## src/rtl/bios_block_loader.sv

```systemverilog
// rtl/bios_block_loader.sv - BIOS image loader: download bytes -> ping-pong word banks -> BIOS RAM bursts
// Optional feature macro: BIOS_CHECKSUM_EN (8-bit byte checksum gating bios_loaded, adds bios_bad)
module bios_block_loader #(
  parameter int unsigned BLOCK_WORDS = 64,
  parameter logic [7:0]  BIOS_INDEX  = 8'h00,
  parameter logic [15:0] PAD_WORD    = 16'hFFFF
) (
  input  logic        clk_sys,
  input  logic        reset_n,
  input  logic        ioctl_download,
  input  logic [7:0]  ioctl_index,
  input  logic        ioctl_wr,
  input  logic [24:0] ioctl_addr,
  input  logic [7:0]  ioctl_dout,
  input  logic        bios_req,
  output logic        bios_wr,
  output logic [12:0] bios_addr,
  output logic [15:0] bios_din,
  output logic        bios_loaded,
  output logic        bios_overrun
`ifdef BIOS_CHECKSUM_EN
  ,
  output logic        bios_bad
`endif
);

  localparam int unsigned K  = $clog2(BLOCK_WORDS);
  localparam int unsigned LW = K + 1;
  localparam logic [K-1:0]  LAST_IDX = K'(BLOCK_WORDS - 1);
  localparam logic [LW-1:0] FULL_LEN = LW'(BLOCK_WORDS);

  typedef enum logic [1:0] {IDLE, FILL, XFER, DONE} state_t;
  state_t state_q, state_d;

  // Bank storage plus per-bank valid length; words past the length read back as PAD_WORD.
  logic [15:0]   bank_q [2][BLOCK_WORDS];
  logic [1:0]    full_q, full_d;
  logic [LW-1:0] len_q [2];
  logic [LW-1:0] len_d [2];

  logic          dl_q, dl_d, dl_done_q, dl_done_d, req_q;
  logic          wbank_q, wbank_d, rbank_q, rbank_d;
  logic [7:0]    lo_q, lo_d;
  logic [K-1:0]  lo_idx_q, lo_idx_d;
  logic          have_lo_q, have_lo_d;
  logic [LW-1:0] part_q, part_d;
  logic [K-1:0]  rptr_q, rptr_d;
  logic [12:0]   wcnt_q, wcnt_d, addr_q, addr_d;
  logic [15:0]   din_q, din_d;
  logic          loaded_q, loaded_d, overrun_q, overrun_d;
  logic          mem_we, mem_bank;
  logic [K-1:0]  mem_idx;
  logic [15:0]   mem_data;
  logic          sum_ok;

  logic          dl_act, dl_rise, dl_fall, accept, burst_end;
  logic [15:0]   rd_word;
  logic [LW-1:0] flush_len;
  logic          unused_addr;

  assign dl_act    = ioctl_download & (ioctl_index == BIOS_INDEX);
  assign dl_rise   = dl_act & ~dl_q;
  assign dl_fall   = ~dl_act & dl_q;
  assign accept    = dl_act & ioctl_wr;
  assign burst_end = (state_q == XFER) & req_q & ~bios_req;
  assign rd_word   = ({1'b0, rptr_q} < len_q[rbank_q]) ? bank_q[rbank_q][rptr_q] : PAD_WORD;
  assign flush_len = have_lo_q ? ({1'b0, lo_idx_q} + LW'(1)) : part_q;
  assign unused_addr = ^ioctl_addr[24:K+1];

  assign bios_wr      = (state_q == XFER);
  assign bios_addr    = addr_q;
  assign bios_din     = din_q;
  assign bios_loaded  = loaded_q;
  assign bios_overrun = overrun_q;

`ifdef BIOS_CHECKSUM_EN
  logic [7:0] sum_q, sum_d;
  logic       bad_q, bad_d;
  assign sum_ok   = (sum_q == 8'h00);
  assign bios_bad = bad_q;
`else
  assign sum_ok = 1'b1;
`endif

  // Datapath next state: burst read, byte packing, bank fill/free, end-of-download flush.
  always_comb begin
    full_d    = full_q;
    len_d     = len_q;
    dl_d      = dl_act;
    dl_done_d = dl_done_q;
    wbank_d   = wbank_q;
    rbank_d   = rbank_q;
    lo_d      = lo_q;
    lo_idx_d  = lo_idx_q;
    have_lo_d = have_lo_q;
    part_d    = part_q;
    rptr_d    = rptr_q;
    wcnt_d    = wcnt_q;
    addr_d    = addr_q;
    din_d     = din_q;
    overrun_d = overrun_q;
    mem_we    = 1'b0;
    mem_bank  = wbank_q;
    mem_idx   = ioctl_addr[K:1];
    mem_data  = {ioctl_dout, lo_q};
`ifdef BIOS_CHECKSUM_EN
    sum_d     = sum_q;
`endif
    // Freeing the read bank happens before the full test so a coincident byte is not an overrun.
    if (burst_end) begin
      full_d[rbank_q] = 1'b0;
      rbank_d         = ~rbank_q;
      rptr_d          = '0;
    end else if (state_q == XFER && bios_req) begin
      din_d  = rd_word;
      addr_d = wcnt_q;
      wcnt_d = wcnt_q + 13'd1;
      rptr_d = rptr_q + K'(1);
    end
    if (accept) begin
      if (full_d[0] & full_d[1]) begin
        overrun_d = 1'b1;
      end else begin
`ifdef BIOS_CHECKSUM_EN
        sum_d = sum_q + ioctl_dout;
`endif
        if (!ioctl_addr[0]) begin
          lo_d      = ioctl_dout;
          lo_idx_d  = ioctl_addr[K:1];
          have_lo_d = 1'b1;
        end else begin
          mem_we    = 1'b1;
          have_lo_d = 1'b0;
          part_d    = {1'b0, ioctl_addr[K:1]} + LW'(1);
          if (ioctl_addr[K:1] == LAST_IDX) begin
            full_d[wbank_q] = 1'b1;
            len_d[wbank_q]  = FULL_LEN;
            wbank_d         = ~wbank_q;
            part_d          = '0;
          end
        end
      end
    end
    // Partial final bank: dangling low byte gets 8'hFF high, remainder reads as pad.
    if (dl_fall) begin
      dl_done_d = 1'b1;
      if (!full_d[wbank_q] && flush_len != '0) begin
        if (have_lo_q) begin
          mem_we   = 1'b1;
          mem_idx  = lo_idx_q;
          mem_data = {8'hFF, lo_q};
        end
        full_d[wbank_q] = 1'b1;
        len_d[wbank_q]  = flush_len;
        wbank_d         = ~wbank_q;
        part_d          = '0;
        have_lo_d       = 1'b0;
      end
    end
    if (dl_rise) begin
      full_d    = '0;
      dl_done_d = 1'b0;
      wbank_d   = 1'b0;
      rbank_d   = 1'b0;
      have_lo_d = 1'b0;
      part_d    = '0;
      rptr_d    = '0;
      wcnt_d    = '0;
      overrun_d = 1'b0;
`ifdef BIOS_CHECKSUM_EN
      sum_d     = 8'h00;
`endif
    end
  end

  // Sequencer next state and the load-complete flag.
  always_comb begin
    state_d  = state_q;
    loaded_d = loaded_q;
`ifdef BIOS_CHECKSUM_EN
    bad_d    = bad_q;
`endif
    case (state_q)
      FILL: begin
        if (full_q[rbank_q])                      state_d = XFER;
        else if (dl_done_d && full_d == 2'b00)    state_d = DONE;
      end
      XFER: begin
        if (burst_end) state_d = (dl_done_d && full_d == 2'b00) ? DONE : FILL;
      end
      default: state_d = state_q;
    endcase
    if (state_d == DONE && state_q != DONE) begin
      loaded_d = sum_ok;
`ifdef BIOS_CHECKSUM_EN
      bad_d    = ~sum_ok;
`endif
    end
    if (dl_rise) begin
      state_d  = FILL;
      loaded_d = 1'b0;
`ifdef BIOS_CHECKSUM_EN
      bad_d    = 1'b0;
`endif
    end
  end

  // Sequencer state register.
  always_ff @(posedge clk_sys) begin
    if (!reset_n) state_q <= IDLE;
    else          state_q <= state_d;
  end

  // Datapath registers.
  always_ff @(posedge clk_sys) begin
    if (!reset_n) begin
      full_q    <= '0;
      len_q[0]  <= '0;
      len_q[1]  <= '0;
      dl_q      <= 1'b0;
      dl_done_q <= 1'b0;
      req_q     <= 1'b0;
      wbank_q   <= 1'b0;
      rbank_q   <= 1'b0;
      lo_q      <= '0;
      lo_idx_q  <= '0;
      have_lo_q <= 1'b0;
      part_q    <= '0;
      rptr_q    <= '0;
      wcnt_q    <= '0;
      addr_q    <= '0;
      din_q     <= '0;
      loaded_q  <= 1'b0;
      overrun_q <= 1'b0;
`ifdef BIOS_CHECKSUM_EN
      sum_q     <= 8'h00;
      bad_q     <= 1'b0;
`endif
    end else begin
      full_q    <= full_d;
      len_q     <= len_d;
      dl_q      <= dl_d;
      dl_done_q <= dl_done_d;
      req_q     <= bios_req;
      wbank_q   <= wbank_d;
      rbank_q   <= rbank_d;
      lo_q      <= lo_d;
      lo_idx_q  <= lo_idx_d;
      have_lo_q <= have_lo_d;
      part_q    <= part_d;
      rptr_q    <= rptr_d;
      wcnt_q    <= wcnt_d;
      addr_q    <= addr_d;
      din_q     <= din_d;
      loaded_q  <= loaded_d;
      overrun_q <= overrun_d;
`ifdef BIOS_CHECKSUM_EN
      sum_q     <= sum_d;
      bad_q     <= bad_d;
`endif
    end
  end

  // Bank write port; contents need no reset since only words below len are ever read.
  always_ff @(posedge clk_sys) begin
    if (mem_we) bank_q[mem_bank][mem_idx] <= mem_data;
  end

endmodule

```

## config.mk

```make
export PLATFORM = sky130hd
export DESIGN_NAME = bios_block_loader
export DESIGN_NICKNAME = d
export VERILOG_FILES = /design/src/rtl/bios_block_loader.sv
export SDC_FILE = /design/constraint.sdc
export NUM_CORES = 2
export LEC_CHECK = 0
export CORE_ASPECT_RATIO = 1.75
export CORE_UTILIZATION = 35
export DETAILED_ROUTE_END_ITERATION = 10
export PLACE_DENSITY_LB_ADDON = 0.3
export SYNTH_ARGS = -nofsm -noshare
export SYNTH_HDL_FRONTEND = slang
export SYNTH_SLANG_ARGS = --single-unit
```

## constraint.sdc

```tcl
create_clock -name clk_sys -period 4.4 [get_ports clk_sys]
set_input_delay 0.88 -clock clk_sys [delete_from_list [all_inputs] [get_ports clk_sys]]
set_output_delay 0.88 -clock clk_sys [all_outputs]
set_load 0.01 [all_outputs]
```

* Yosys cells after proc, flatten, opt, wreduce, memory -nomap -nowiden
Memories as Yosys holds them, arrays and structs flattened. A register that Yosys moved wholly into a read port is not among the register bits. Index checks and enable logic that the tools add are counted.
Word-level totals: bits in registers 95, latch bits 0, memory bits (writable) 2048, ROM bits 0, bits of input ports 46, output and inout port bits 32, logic and storage cells 161, memories kept 1
Memory list:
- bank_q | words 2, bits a word 1024, rd ports 1, clocked after memory_dff 1, wr ports 1, line 36 | logic [15:0] bank_q [2][BLOCK_WORDS];
Cells by class: add/subtract/negate cells 4, multipliers 0, divide/modulo/power cells 0, $lt $le $gt $ge 11, equality and inequality tests 5, shift operators 0, mux-type cells 76, bitwise gates (word level) 27, reductions and logical operators 17
Operators with widths (count):
- $mux W1024 | 1
- $mux W16 | 7
- $bmux W16 S6 | 1
- $demux W16 S6 | 1
- $mux W14 | 6
- $mux W7 | 11
- $mux W1 | 29
- $mux W2 | 12
- $mux W6 | 3
- $add A6 B1 Y7 const B | 2
- $bwmux W14 | 1
- $ge A7 B7 Y1 const B | 2
- $not A6 Y7 | 2
- $add A13 B1 Y13 const B | 1
- $and A12 B12 Y12 | 1
- $not A12 Y12 | 1
- $not A1 Y1 | 9
- $logic_and A1 B1 Y1 | 8
- $logic_not A8 Y1 | 1
- $and A1 B1 Y1 | 7
- $demux W7 S1 | 1
- $lt A6 B7 Y1 | 1
- $lt A7 B1 Y1 const B | 1
- $reduce_bool A7 Y1 | 1
- other kinds (21) | 30

* Longest topological paths before layout
word-level depth 26, mapped depth 12, gate-level depth less buffers 9

* Worst setup path after synthesis
Ideal clock, no wire load.
path kind input to register, start input bios_req, end memory bank_q[1][100] (netlist name) (enable), setup time 388 ps, arrival 3333 ps, data required time 4012 ps, slack 678 ps, cell stages on the path 9, buffers on the path 2, path through nand3b_1 o21ai_0 o2111ai_1 a311oi_4 buf_6 and4bb_4 a31oi_4 buf_6 nor2_1
Between the ends: cells in the longest elaborated chain, start to end 20, elaborated cells between the ends (all ways) 28, those cells by class 2 x order compare; 18 x mux; 5 x bitwise; 3 x reduce/logical
Ends and longest elaborated chain:
- start: declaration | line 15 | input logic bios_req,
- $not A1 Y1 (*) | line 65 | assign burst_end = (state_q == XFER) & req_q & ~bios_req;
- $and A1 B1 Y1 (*) | line 65
- $mux W2 (*) | line 110 | if (burst_end) begin
- $or A2 B2 Y2 (no source line)
- $mux W2 | line 135 | if (ioctl_addr[K:1] == LAST_IDX) begin
- $mux W2 | line 127 | if (!ioctl_addr[0]) begin
- $mux W2 | line 121 | if (full_d[0] & full_d[1]) begin
- $mux W2 | line 120 | if (accept) begin
- [... 4 more ...]
- $mux W6 | line 147 | if (!full_d[wbank_q] && flush_len != '0) begin
- $mux W6 | line 145 | if (dl_fall) begin
- $not A6 Y7 (implied by the code) | line 266 | if (mem_we) bank_q[mem_bank][mem_idx] <= mem_data;
- $ge A7 B7 Y1 (implied by the code) / $lt A7 B1 Y1 (equally long branches) | line 266
- $logic_and A1 B1 Y1 (implied by the code) | line 266
- $mux W16 (implied by the code) | line 266
- $demux W16 S6 | line 266
- $mux W1024 (implied by the code) (*) | line 266
- end: declaration | line 36
Every way passes the cells marked *; elsewhere a longest branch is shown, timed or not. The select of a mux whose other input is x is not followed.

* Worst setup path after layout
start register state_q[1], end memory bank_q[0][979] (netlist name) (enable)
Between the ends: cells in the longest elaborated chain, start to end 21, elaborated cells between the ends (all ways) 29, those cells by class 2 x order compare; 1 x eq/ne; 18 x mux; 5 x bitwise; 3 x reduce/logical
Ends and longest elaborated chain:
- start: declaration | line 33 | state_t state_q, state_d;
- start signal: assignment | line 211 | else state_q <= state_d;
- $eq A2 B2 Y1 (*) | line 65
- $and A1 B1 Y1 (*) (2 in series) | line 65
- $mux W2 (*) | line 110
- $or A2 B2 Y2 (no source line)
- $mux W2 | line 135
- $mux W2 | line 127
- $mux W2 | line 121
- $mux W2 | line 120
- [... 4 more ...]
- $mux W6 | line 147
- $mux W6 | line 145
- $not A6 Y7 (implied by the code) | line 266
- $ge A7 B7 Y1 (implied by the code) / $lt A7 B1 Y1 (equally long branches) | line 266
- $logic_and A1 B1 Y1 (implied by the code) | line 266
- $mux W16 (implied by the code) | line 266
- $demux W16 S6 | line 266
- $mux W1024 (implied by the code) (*) | line 266
Marks and branches as above.

==> flow_summary_export.csv <==
group,metric,value,unit
timing,report.final.setup_viol,0,
global_routing,grt_pass1_wl,310.1,mm
synthesis,synth-seq-cells,2144,
timing,max_freq,255.7,MHz
setup_path,r2r_slack,490,ps
detailed_routing,wirelength,217.8,mm
synthesis,synthAdderAreaFrac,0.1921,%
synthesis,synth_edf_count,2048,
setup_path,max_stage_delay,730,ps
placement,dp_hpwl,144.5,mm
clock_tree,clock_sinks,2144,
timing,worstMarginPinSlew,1335,ps
clock_tree,cts_inserted_buffers,186,
finish,syn_to_final_growth,15.87,%
finish,fillers,20610,
synthesis,syn_area,83380,µm²
clock_tree,h-tree-depth,4,
detailed_routing,via_per_inst,5.312,
global_routing,grt_pass1_vias,41840,
synthesis,ys_types,79,
finish,stdcell_area,96620,µm²
timing,grt_setup_unrepaired,"false",
finish,fin_nets,4309,
synthesis,synth_nets,3935,
setup_path,r2r-start,"state_q[1]",
global_routing,antenna_found_initial,7,
die,row_count,236,
setup_path,cpMostUsedCell,"buf_12",
clock_tree,postCtsResizedCells,0,
clock_tree,clk_path_buf_depth,4,
die,die-area,240300,µm²
power,p_per_area,404.7,nW/µm²
timing,fin_worst_skew,49.00,ps
setup_path,r2r-end,"bank_q[0][979]",
die,die_x,371.0,µm
clock_tree,post_cts_buffers,0,
status,status,"completed",
setup_path,setup.worst_path.end_class,"register",
synthesis,synthCells,3877,
setup_path,crit_fanout,12,
clock_tree,cts_hold_buf,0,
die,initial_core_util,35.25,%
finish,final_common_cell,"edfxtp_1",
detailed_routing,drt_iter0_drc,3693,
clock_tree,clk_pin_slew,60,ps
placement,dpl.cell_count,7157,
power,p_total,0.03910,W
setup_path,path_delay_family,"simple AND/OR/NAND/NOR gates",
placement,gp_congestion,0.8759,
clock_tree,clock_latency,860,ps
setup_path,timing_worst_setup_path_type,"reg2reg",
synthesis,synth_compound_gate_area_share,2.333,%
setup_path,cp.buffers_inverters,3,
worst_hold_path,hold_depth,2,
timing,slew_headroom,10.65,%
synthesis,synth_top_family_by_area,"multiplexers",
detailed_routing,dr.pass1.iters,5,
die,ios,78,
setup_path,critPathRequiredTime,4930,ps
detailed_routing,vias,39800,
die,fp.coreArea,236500,µm²
setup_path,crit_slowest_cell,"nor2_2",
power,power.leakage,31.61,nW
synthesis,synth_mux_area_share,16.70,%
placement,portBuffers,59,
finish,final_cell_mix,"edfxtp_1, mux4_2, buf_4",
setup_path,startpoint_type,"register",
detailed_routing,postRouteAntennaNets,0,
global_routing,grtUsageTotal,18.17,%
finish,post-route-util,40.85,%
timing,finalCritPeriodShare,88.89,%
synthesis,seq_area_frac_synth,76.06,%
timing,slew_viol_final,0,
timing,hold_viol,0,
clock_tree,root_buffer,"clkbuf_16",
clock_tree,cts_tree,"built",
synthesis,synth_xor_area_share,0.2716,%
synthesis,syn_avg_cell_area,21.51,µm²
detailed_routing,drc,0,
finish,drive_gt1_share,29.72,%
setup_path,cp.arrival,4440,ps
synthesis,yosysWarnings,0,
power,vdd_ir_drop_max,0.2687,mV
global_routing,grt_max_degree,103,
setup_path,worstRegToRegCells,11,
worst_hold_path,worstHoldStart,"part_q[6]",
detailed_routing,wl_per_cell,29.06,µm
flow_run,cap_viol_max_count,0,
synthesis,yosys.area_share.simple,2.976,%
worst_hold_path,hold_end,"part_q[6]",
synthesis,synth-async-reset-ratio,0,%
placement,dpl_cell_area,90700,µm²
timing,period_needed,3911,ps
finish,fin_cells,7493,
synthesis,synthFlopType,"edfxtp_1",
die,die_y,647.7,µm
global_routing,overflow,0,
setup_path,crit_chain,"ha_1 > nand3b_1 > o21ai_0 > o2111ai_1 > a311oi_4 > buf_12 > mux2_2 > nand2b_1 > buf_12 > nor2_2 > buf_4",
worst_hold_path,worstHoldPathType,"reg2reg",
-- final cells by class --
type                    count  area, µm²  share of cell area [%]
clock buffers             236       4989                   5.163
repair buffers            410       4484                   4.641
clock inverters            98      922.1                  0.9544
multi-input cells        1498      18830                   19.49
well taps                3094       3871                   4.007
inverters                  11      41.29                 0.04274
diodes                      2      5.005                0.005180
flip-flops and latches   2144      63470                   65.70
-- worst register-to-register path: cells and delay by family, from the launching register on --
kind                     cells  cell delay, ps
AO/OA/AOI/OAI                3             910
multiplexers                 1             270
buffers and inverters        3             620
flip-flops                   1             420
adder cells (fa/ha/maj)      1             360
AND/OR/NAND/NOR              3            1020
-- sequential cells by signal, summed over array words and instances, names as in the netlist, 6 cells and up, named ones only --
signal	cells
rptr_q	6
bios_addr	13
lo_q	8
wcnt_q	13
lo_idx_q	6
bios_din	16
len_q	14
part_q	7
bank_q	2048
-- cell families (layout without fill, tap and decap cells) --
group	Yosys count	after routing
DFF	2144	2144
other	0	2
muxes	677	677
buffers and inverters	235	755
AOI/OAI and AO/OA	265	265
adders and majority gates	13	13
and+or+nand+nor	518	518
xor gates and xnor gates	25	25
-- through the flow --
step                      hold slack (ps)  setup TNS, ps  setup slack, ps
after floorplan                     424.8              0            678.4
after global placement              444.9         -914.3           -42.12
after detailed placement            445.9         -942.9           -51.00
after CTS                           412.7              0            484.7
after global routing                469.3              0            212.1
final                               452.0              0            488.8
-- power by group --
group / leakage, nW / internal (W) / switching, W / total (W)
Combinational: 7.14 / 0.000196 / 0.000396 / 0.000592
Clock: 2.89 / 0.00894 / 0.00741 / 0.0164
Sequential: 21.6 / 0.0221 / 0.0000165 / 0.0222
-- cells in the mapped netlist, drive strengths merged (10+ instances only) --
library cell	count	area [µm²]
or2	16	100.1
a22oi	32	240.2
xor2	17	148.9
a22o	15	131.4
nand4	10	62.56
nand2	116	435.4
nor3	36	180.2
mux2i	83	830.8
inv	11	41.29
mux4	569	12810
nand2b	15	93.84
and2	20	125.1
clkbuf	69	259.0
nor2	215	877.1
o22ai	22	143.9
a211oi	23	172.7
o21ai	34	170.2
nor2b	12	75.07
ha	12	150.1
mux2	25	281.5
a21oi	39	202.7
dfxtp	96	1922
edfxtp	2048	61500
buf	155	919.6
a21boi	29	217.7
and3	10	62.56
nand3	29	150.1
-- metal layers --
layer	global-route usage, %	vias up	wire, µm
li1	-	16880	-
met1	20.20	21460	76590
met2	34.07	1116	120300
met3	2.068	346	9302
met4	8.727	0	11590
met5	0	-	0
-- worst max path at each step --
stage / start / endpoint / slack [ps] / cells after the start
CTS: state_q[1] / bank_q[0][962] / 480 / 11
detailed placement: bios_req / bank_q[0][989] / -50 / 11
finish: state_q[1] / bank_q[0][979] / 490 / 11
global placement: bios_req / bank_q[0][973] / -40 / 11
global route: state_q[1] / bank_q[0][962] / 210 / 11
floorplan: bios_req / bank_q[1][100] / 680 / 9
No activity file was read; power rests on OpenSTA's default activity.
